`src/rtl/float_pack.sv`:
```
// Shared float format for the LM32 coprocessor datapath plus the multiplier's state
// encoding and helpers.
package float_pack;

    localparam int Ne   = 8;
    localparam int Nm   = 23;
    localparam int BIAS = 2**(Ne-1) - 1;

    typedef struct packed {
        logic          s;
        logic [Ne-1:0] e;
        logic [Nm-1:0] m;
    } float;

    typedef enum logic [1:0] {IDLE, MUL, NORM, DONE} fmul_state_t;

    // Denormals are flushed, so a zero exponent field means the operand is zero.
    function automatic logic float_is_zero(input float f);
        return f.e == '0;
    endfunction

endpackage

```
`src/rtl/float_mul_unit_if.sv`:
```
// Request/response bundle of float_mul_unit; the unit sits on the slave side.
interface float_mul_unit_if;
    import float_pack::*;

    logic start_i;
    float op1_i;
    float op2_i;
    logic busy_o;
    logic done_o;
    float res_o;

    modport master (output start_i, op1_i, op2_i, input busy_o, done_o, res_o);
    modport slave  (input start_i, op1_i, op2_i, output busy_o, done_o, res_o);

endinterface

```
`src/rtl/float_mul_unit_mant_shift_add_mul.sv`:
```
// Unsigned W x W iterative shift-add multiplier: one partial product per cycle after load_i,
// done_o marks the last step, prod_o is complete the cycle after.
module mant_shift_add_mul #(
    parameter int W = 24
) (
    input  logic           clk_i,
    input  logic           rst_i,
    input  logic           load_i,
    input  logic [W-1:0]   a_i,
    input  logic [W-1:0]   b_i,
    output logic           done_o,
    output logic [2*W-1:0] prod_o
);
    localparam int CW = $clog2(W);
    localparam logic [CW-1:0] CNT_LAST = CW'(W - 1);

    logic [W-1:0]  mcand_q;
    logic [2*W:0]  preg_q, preg_d;
    logic [CW-1:0] cnt_q;
    logic          run_q;
    logic [W:0]    upper;

    // Upper half accumulates, lower half holds the not-yet-consumed multiplier bits.
    always_comb begin
        upper  = preg_q[2*W:W] + (preg_q[0] ? {1'b0, mcand_q} : '0);
        preg_d = {upper, preg_q[W-1:0]} >> 1;
    end

    always_ff @(posedge clk_i) begin
        if (rst_i) begin
            mcand_q <= '0;
            preg_q  <= '0;
            cnt_q   <= '0;
            run_q   <= 1'b0;
        end else if (load_i) begin
            mcand_q <= a_i;
            preg_q  <= {{(W+1){1'b0}}, b_i};
            cnt_q   <= '0;
            run_q   <= 1'b1;
        end else if (run_q) begin
            preg_q <= preg_d;
            if (cnt_q == CNT_LAST) begin
                run_q <= 1'b0;
            end else begin
                cnt_q <= cnt_q + 1'b1;
            end
        end
    end

    assign done_o = run_q && (cnt_q == CNT_LAST);
    assign prod_o = preg_q[2*W-1:0];

endmodule

```
`src/rtl/float_mul_unit.sv`:
```
// Iterative float multiplier: FSM, exponent path and normalization around mant_shift_add_mul.
// Define FLOAT_MUL_ROUND_EN for round-to-nearest-even; otherwise the mantissa is truncated.
module float_mul_unit
    import float_pack::*;
(
    input  logic            clk_i,
    input  logic            rst_i,
    float_mul_unit_if.slave bus
);
    localparam logic [1:0] ST_IDLE = IDLE;
    localparam logic [1:0] ST_MUL  = MUL;
    localparam logic [1:0] ST_NORM = NORM;
    localparam logic [1:0] ST_DONE = DONE;

    localparam int PW = 2*Nm + 2;
    localparam logic signed [Ne+1:0] BIAS_W  = (Ne+2)'(BIAS);
    localparam logic signed [Ne+1:0] EXP_MAX = (Ne+2)'(2**Ne - 1);
    localparam logic signed [Ne+1:0] EXP_ONE = (Ne+2)'(1);

    logic [1:0]           state_q, state_d;
    logic                 sign_q, zero_q;
    logic [Ne-1:0]        expA_q, expB_q;
    float                 res_q, res_d;
    logic                 accept, mulDone;
    logic [PW-1:0]        prod, prodN;
    logic signed [Ne+1:0] expSum, expNorm, expFinal;
    logic [Nm-1:0]        mantFinal;
    logic                 unusedBits;
`ifdef FLOAT_MUL_ROUND_EN
    logic                 roundUp, carry;
`endif

    assign accept = (state_q == ST_IDLE) && bus.start_i;

    mant_shift_add_mul #(.W(Nm + 1)) u_mul (
        .clk_i  (clk_i),
        .rst_i  (rst_i),
        .load_i (accept),
        .a_i    ({1'b1, bus.op1_i.m}),
        .b_i    ({1'b1, bus.op2_i.m}),
        .done_o (mulDone),
        .prod_o (prod)
    );

    always_comb begin
        state_d = state_q;
        case (state_q)
            ST_IDLE: if (bus.start_i) state_d = ST_MUL;
            ST_MUL:  if (mulDone) state_d = ST_NORM;
            ST_NORM: state_d = ST_DONE;
            default: state_d = ST_IDLE;
        endcase
    end

    // The product of two [1,2) mantissas is in [1,4); left-align so the leading one is the MSB.
    always_comb begin
        expSum    = $signed({2'b00, expA_q}) + $signed({2'b00, expB_q}) - BIAS_W;
        expNorm   = expSum + $signed({{(Ne+1){1'b0}}, prod[PW-1]});
        prodN     = prod[PW-1] ? prod : (prod << 1);
        mantFinal = prodN[PW-2 -: Nm];
        expFinal  = expNorm;
`ifdef FLOAT_MUL_ROUND_EN
        roundUp            = prodN[Nm] && ((|prodN[Nm-1:0]) || mantFinal[0]);
        {carry, mantFinal} = {1'b0, mantFinal} + (Nm+1)'(roundUp);
        if (carry) begin
            expFinal = expNorm + EXP_ONE;
        end
        unusedBits = prodN[PW-1];
`else
        unusedBits = prodN[PW-1] | (|prodN[Nm:0]);
`endif
    end

    // Zero operands win over overflow, which wins over underflow; the sign survives all three.
    always_comb begin
        res_d.s = sign_q;
        res_d.e = '0;
        res_d.m = '0;
        if (!zero_q) begin
            if (expFinal >= EXP_MAX) begin
                res_d.e = '1;
            end else if (!expFinal[Ne+1] && (expFinal != '0)) begin
                res_d.e = expFinal[Ne-1:0];
                res_d.m = mantFinal;
            end
        end
    end

    always_ff @(posedge clk_i) begin
        if (rst_i) begin
            state_q <= ST_IDLE;
            res_q   <= '0;
            sign_q  <= 1'b0;
            zero_q  <= 1'b0;
            expA_q  <= '0;
            expB_q  <= '0;
        end else begin
            state_q <= state_d;
            if (accept) begin
                sign_q <= bus.op1_i.s ^ bus.op2_i.s;
                zero_q <= float_is_zero(bus.op1_i) || float_is_zero(bus.op2_i);
                expA_q <= bus.op1_i.e;
                expB_q <= bus.op2_i.e;
            end
            if (state_q == ST_NORM) begin
                res_q <= res_d;
            end
        end
    end

    assign bus.busy_o = (state_q != ST_IDLE);
    assign bus.done_o = (state_q == ST_DONE);
    assign bus.res_o  = res_q;

endmodule

```
`src/flat_wrapper.sv`:
```
// flat-port wrapper written by rule: the top's interface ports become plain ports
module float_mul_unit_flat import float_pack::*;
  (clk_i, rst_i, bus_start_i, bus_op1_i, bus_op2_i, bus_busy_o, bus_done_o, bus_res_o);
  float_mul_unit_if bus_i ();
  input  logic clk_i;
  input  logic rst_i;
  input wire logic [$bits(bus_i.start_i)-1:0] bus_start_i;
  input wire logic [$bits(bus_i.op1_i)-1:0] bus_op1_i;
  input wire logic [$bits(bus_i.op2_i)-1:0] bus_op2_i;
  output wire logic [$bits(bus_i.busy_o)-1:0] bus_busy_o;
  output wire logic [$bits(bus_i.done_o)-1:0] bus_done_o;
  output wire logic [$bits(bus_i.res_o)-1:0] bus_res_o;
  assign bus_i.start_i = bus_start_i;
  assign bus_i.op1_i = bus_op1_i;
  assign bus_i.op2_i = bus_op2_i;
  assign bus_busy_o = bus_i.busy_o;
  assign bus_done_o = bus_i.done_o;
  assign bus_res_o = bus_i.res_o;
  float_mul_unit u_core (.clk_i(clk_i), .rst_i(rst_i), .bus(bus_i));
endmodule
```
`config.mk`:
```
export PLATFORM = sky130hd
export DESIGN_NAME = float_mul_unit_flat
export DESIGN_NICKNAME = d
export VERILOG_FILES = /design/src/rtl/float_pack.sv /design/src/rtl/float_mul_unit_if.sv /design/src/rtl/float_mul_unit_mant_shift_add_mul.sv /design/src/rtl/float_mul_unit.sv /design/src/flat_wrapper.sv
export SDC_FILE = /design/constraint.sdc
export NUM_CORES = 1
export LEC_CHECK = 0
export BUFFER_PORTS_ARGS = -buffer_cell sky130_fd_sc_hd__buf_2
export CORE_ASPECT_RATIO = 1.1
export CORE_UTILIZATION = 62
export DETAILED_ROUTE_END_ITERATION = 8
export GPL_TIMING_DRIVEN = 0
export PLACE_DENSITY_LB_ADDON = 0.12
export SLEW_MARGIN = 30
export SYNTH_ARGS = -nofsm -noshare
export SYNTH_HDL_FRONTEND = slang
export SYNTH_SLANG_ARGS = --single-unit
export TNS_END_PERCENT = 50
```
`constraint.sdc`:
```
create_clock -name clk_i -period 6.32 [get_ports clk_i]
set_clock_uncertainty 0.1 [all_clocks]
set_input_delay 0.316 -clock clk_i [delete_from_list [all_inputs] [get_ports clk_i]]
set_output_delay 0.316 -clock clk_i [all_outputs]
set_load 0.1 [all_outputs]
```
==> summary.txt <==
Timing
  • Slew Limit Headroom: around half
  • Final worst path period share: approximately 64%
  • Setup_tns: 0 ps
  • Final Max Slew Viols: 0
  • Tmin final: between 4000 and 5000 ps
  • Final Hold Viols: 0
  • Worst-Margin Slew: between 700 and 800 ps
  • RSZ-0062 raised after global routing: false
  • Fmax: 248 MHz
  • Setup ws final: roughly 2300 ps
  • Final setup fails: 0

Final layout
  • Antenna cell count: 0
  • Area Overhead vs Synth: 18.3%
  • Finished Layout Cells: roughly 1100
  • Area occupied by multi-input gates: between 4000 and 5000 um2
  • Register area: between 2000 and 3000 um2
  • Nets: ~1100
  • # fillers: around 840
  • Fraction of layout cells with a size suffix above 1: between 10% and 20%

Clocking
  • Post-cts sizing count: 0
  • TritonCTS clock tree: done
  • CTS hold repair buffers: 0
  • Clock sink count: 130
  • Reg clk slew, reported paths: roughly 60 ps
  • Postcts setup bufs: 0
  • CTS Buffer Depth: 2
  • H-tree level count: 4
  • Skew-Pair Late Insertion Delay: ~420 ps
  • Clock Tree Root: clkbuf_16
  • Cts bufs inserted: 17

Logic synthesis
  • Register area share after synthesis: approximately 37%
  • Ys async rst share: 0%
  • Synth Instances: ~830
  • Ys flop type: dfxtp_1
  • Syn. warnings: 0
  • Avg Inst Size Synth: 8.63 um2
  • Number of synthesized flops with an enable pin: 0
  • Unique masters post-synth: 75
  • Flops & latches, synth: 130
  • Mapped Nets: between 900 and 1000
  • Synth Cell Area: around 7000 um2

Power
  • Leakage: 3.52 nW
  • Pint: 1.93 mW
  • Reg power frac: about a third
  • NetSw: ~1.1 mW
  • Tot Pwr: approximately 3.0 mW
  • IR drop worst, VDD: 0.394 mV
  • PD cells: about 360 nW/um2
  • Clock share of power: 34.2%
  • Combinational power share: between 30% and 40%
  • Net Sw Frac: 36.8%

Worst hold path
  • Hold Crit Depth: 3
  • Worst Hold Class: in2reg
  • Min-delay src: bus_op1_i[0]
  • Hold endpoint: u_core.u_mul.mcand_q[0]

Job
  • # Max-Cap Violations: 0

Die
  • DIE AREA: around 12000 um2
  • Die H: between 100 and 150 um
  • Site row count: 40
  • Number of I/O pins: roughly 100
  • Core Area: about 11000 um2
  • Die W: roughly 100 um
  • Initial Utilization: ~64%

Worst setup path
  • Length in cells of the worst reg-to-reg path: 14
  • Startpoint types: flop
  • Flop-to-flop setup slack: 2290 ps
  • R2r endpoint: u_core.bus.res_o[7]
  • CP peak stage delay: approximately 630 ps
  • Setup Crit Path Kind: reg2reg
  • Crit-path slowest cell: clkbuf_1
  • CP Data Required Time: 6530 ps
  • Critical path arrival: between 4000 and 5000 ps
  • Worst path cell trace: clkbuf_1 -> clkbuf_1 -> inv_1 -> ha_1 -> inv_1 -> ha_1 -> nand2b_2 -> or2_2 -> a2111o_1 -> o211ai_1 -> nand3b_1 -> nand3_2 -> buf_6 -> o21ai_2
  • Crit path max fanout: 10
  • Crit path capture type: flop
  • Reg-to-Reg Start: u_core.u_mul.preg_q[47]

Global routing
  • Total GRT Usage: between 30% and 40%
  • Initial antenna violation count: 0
  • Largest net degree at the start of global routing: 17
  • Vias in the first global route: between 6000 and 7000
  • First-pass GRT wire length: 29.0 mm
  • Gr ovfl total: 0

Routing
  • Vias/cell: 5.81
  • Via count: about 6400
  • DRC viols: 0
  • Pre-antenna DRT Iters: 5
  • Detailed-route wire length: roughly 18 mm
  • Routed WL per cell: around 16 um
  • Post-DRT Antenna Nets: 0
  • Initial drt markers: 266

Place
  • HPWL Detailed: 13.0 mm
  • GP Congestion: 0.895
  • Dpl cells: 1072
  • Number of I/O port buffers: 100
  • Post-place setup slack: ~2400 ps

Run status
  • Outcome: finished, final reports clean
[placed cells by master (no fill, tap or decap), types with 5 or more instances in the layout]
| cell | n |
|---|---|
| a211oi_1 | 33 |
| a21o_1 | 6 |
| a21oi_1 | 66 |
| a221o_1 | 7 |
| and2_1 | 28 |
| buf_1 | 6 |
| buf_2 | 101 |
| clkbuf_1 | 34 |
| clkbuf_16 | 17 |
| clkinv_4 | 5 |
| dfxtp_1 | 130 |
| ha_1 | 39 |
| inv_1 | 19 |
| inv_6 | 5 |
| mux2i_1 | 60 |
| nand2_1 | 134 |
| nand3_1 | 13 |
| nand3b_1 | 6 |
| nand4_1 | 5 |
| nor2_1 | 69 |
| nor4_1 | 5 |
| o211ai_1 | 5 |
| o21a_1 | 7 |
| o21ai_0 | 14 |
| o21ai_1 | 8 |
| o21ai_2 | 21 |
| xnor2_1 | 15 |
| xor2_1 | 9 |
[synthesized netlist by cell type, types with 3 or more instances]
library cell    n  area share [%]
nor4_1          5            0.44
nor3b_1         3            0.32
and2_1         28             2.5
o2111ai_1       3            0.37
a21o_1          6            0.63
o21ai_2        21             2.6
a211oi_1       33             3.5
nor2b_1         4            0.35
nand3b_1        6            0.63
a31oi_1         3            0.26
clkbuf_1       34             1.8
o211ai_1        5            0.53
a221o_1         7            0.98
nand2_1       134             7.1
a21oi_1        66             4.6
o21bai_1        3            0.32
o21a_1          7            0.74
o21ai_1         8            0.56
nand2b_1        4            0.35
ha_1           39             6.9
o21ai_0        14            0.98
a211o_1         4            0.49
xnor2_1        15             1.8
xor2_1          9             1.1
dfxtp_1       130              37
or2_2           4            0.35
inv_1          19             1.0
nand3_1        13            0.91
buf_1           6            0.32
nor2_1         69             3.6
nand4_1         5            0.44
and3_1          4            0.35
mux2i_1        60             8.4
[how the worst max path moves through the flow]
| stage | from | endpoint | cells after the start |
|---|---|---|---|
| detailed placement | u_core.u_mul.preg_q[47] | u_core.bus.res_o[7] | 14 |
| global route | u_core.u_mul.preg_q[47] | u_core.bus.res_o[11] | 14 |
| global placement | u_core.u_mul.preg_q[47] | u_core.bus.res_o[21] | 14 |
| finish | u_core.u_mul.preg_q[47] | u_core.bus.res_o[7] | 14 |
| floorplan | u_core.u_mul.preg_q[47] | u_core.bus.res_o[25] | 12 |
| CTS | u_core.u_mul.preg_q[47] | u_core.bus.res_o[7] | 14 |
[power groups by stage]
stage / logic (mW) / clock network [mW] / registers (mW)
global placement: 0.916 / 0 / 1.05
CTS: 0.960 / 1.04 / 1.04
detailed placement: 0.949 / 0 / 1.05
global route: 1.06 / 1.08 / 1.05
finish: 0.965 / 1.04 / 1.04
floorplan: 0.710 / 0 / 1.05
[layer usage]
layer	part of all wire (%)	vias up	track usage (%)
met5	0	-	0
met3	4.8	44	6.43
met1	42	3024	34.3
met4	2.8	0	14.3
met2	51	182	55.8
li1	-	3162	-
[sequential cells by signal (all words and copies together) (netlist names)]
name,cells
u_core.bus.res_o,32
u_core.expA_q,8
u_core.expB_q,8
u_core.sign_q,1
u_core.state_q,2
u_core.u_mul.cnt_q,5
u_core.u_mul.mcand_q,24
u_core.u_mul.preg_q,48
u_core.u_mul.run_q,1
u_core.zero_q,1
[metrics by stage]
step	hold slack [ps]	area (um2)	utilization (%)
final	27.4	8430	76.2
after global routing	30.1	8430	76.2
after CTS	25.9	8430	76.2
after detailed placement	337	7810	70.6
after global placement	331	7810	70.6
after floorplan	332	7120	-
[cell families after synthesis]
| group | Yosys count | synth area share, % |
|---|---|---|
| AO/OA/AOI/OAI | 207 | 20.6 |
| buffers and inverters | 63 | 3.64 |
| multiplexers | 62 | 8.91 |
| flip-flops | 130 | 36.5 |
| AND/OR/NAND/NOR | 295 | 19.1 |
| XOR/XNOR | 27 | 3.79 |
| adder cells (fa/ha/maj) | 41 | 7.41 |
[critical path: cells and delay by family (launching register included)]
family / cells / cell delay (ps)
fa+ha+maj: 2 / 510
flops: 1 / 330
simple gates: 4 / 820
buf+inv: 5 / 1540
compound gates: 3 / 610
[final cells by class]
cell class | instances | share of cell area (%)
well taps | 147 | 2.18
flip-flops and latches | 130 | 30.9
inverters | 19 | 0.846
clock buffers | 17 | 5.05
repair buffers | 100 | 5.94
clock inverters | 15 | 2.33
plain buffers | 44 | 2.23
multi-input cells | 632 | 50.6
(Power assumes the default switching activity.)
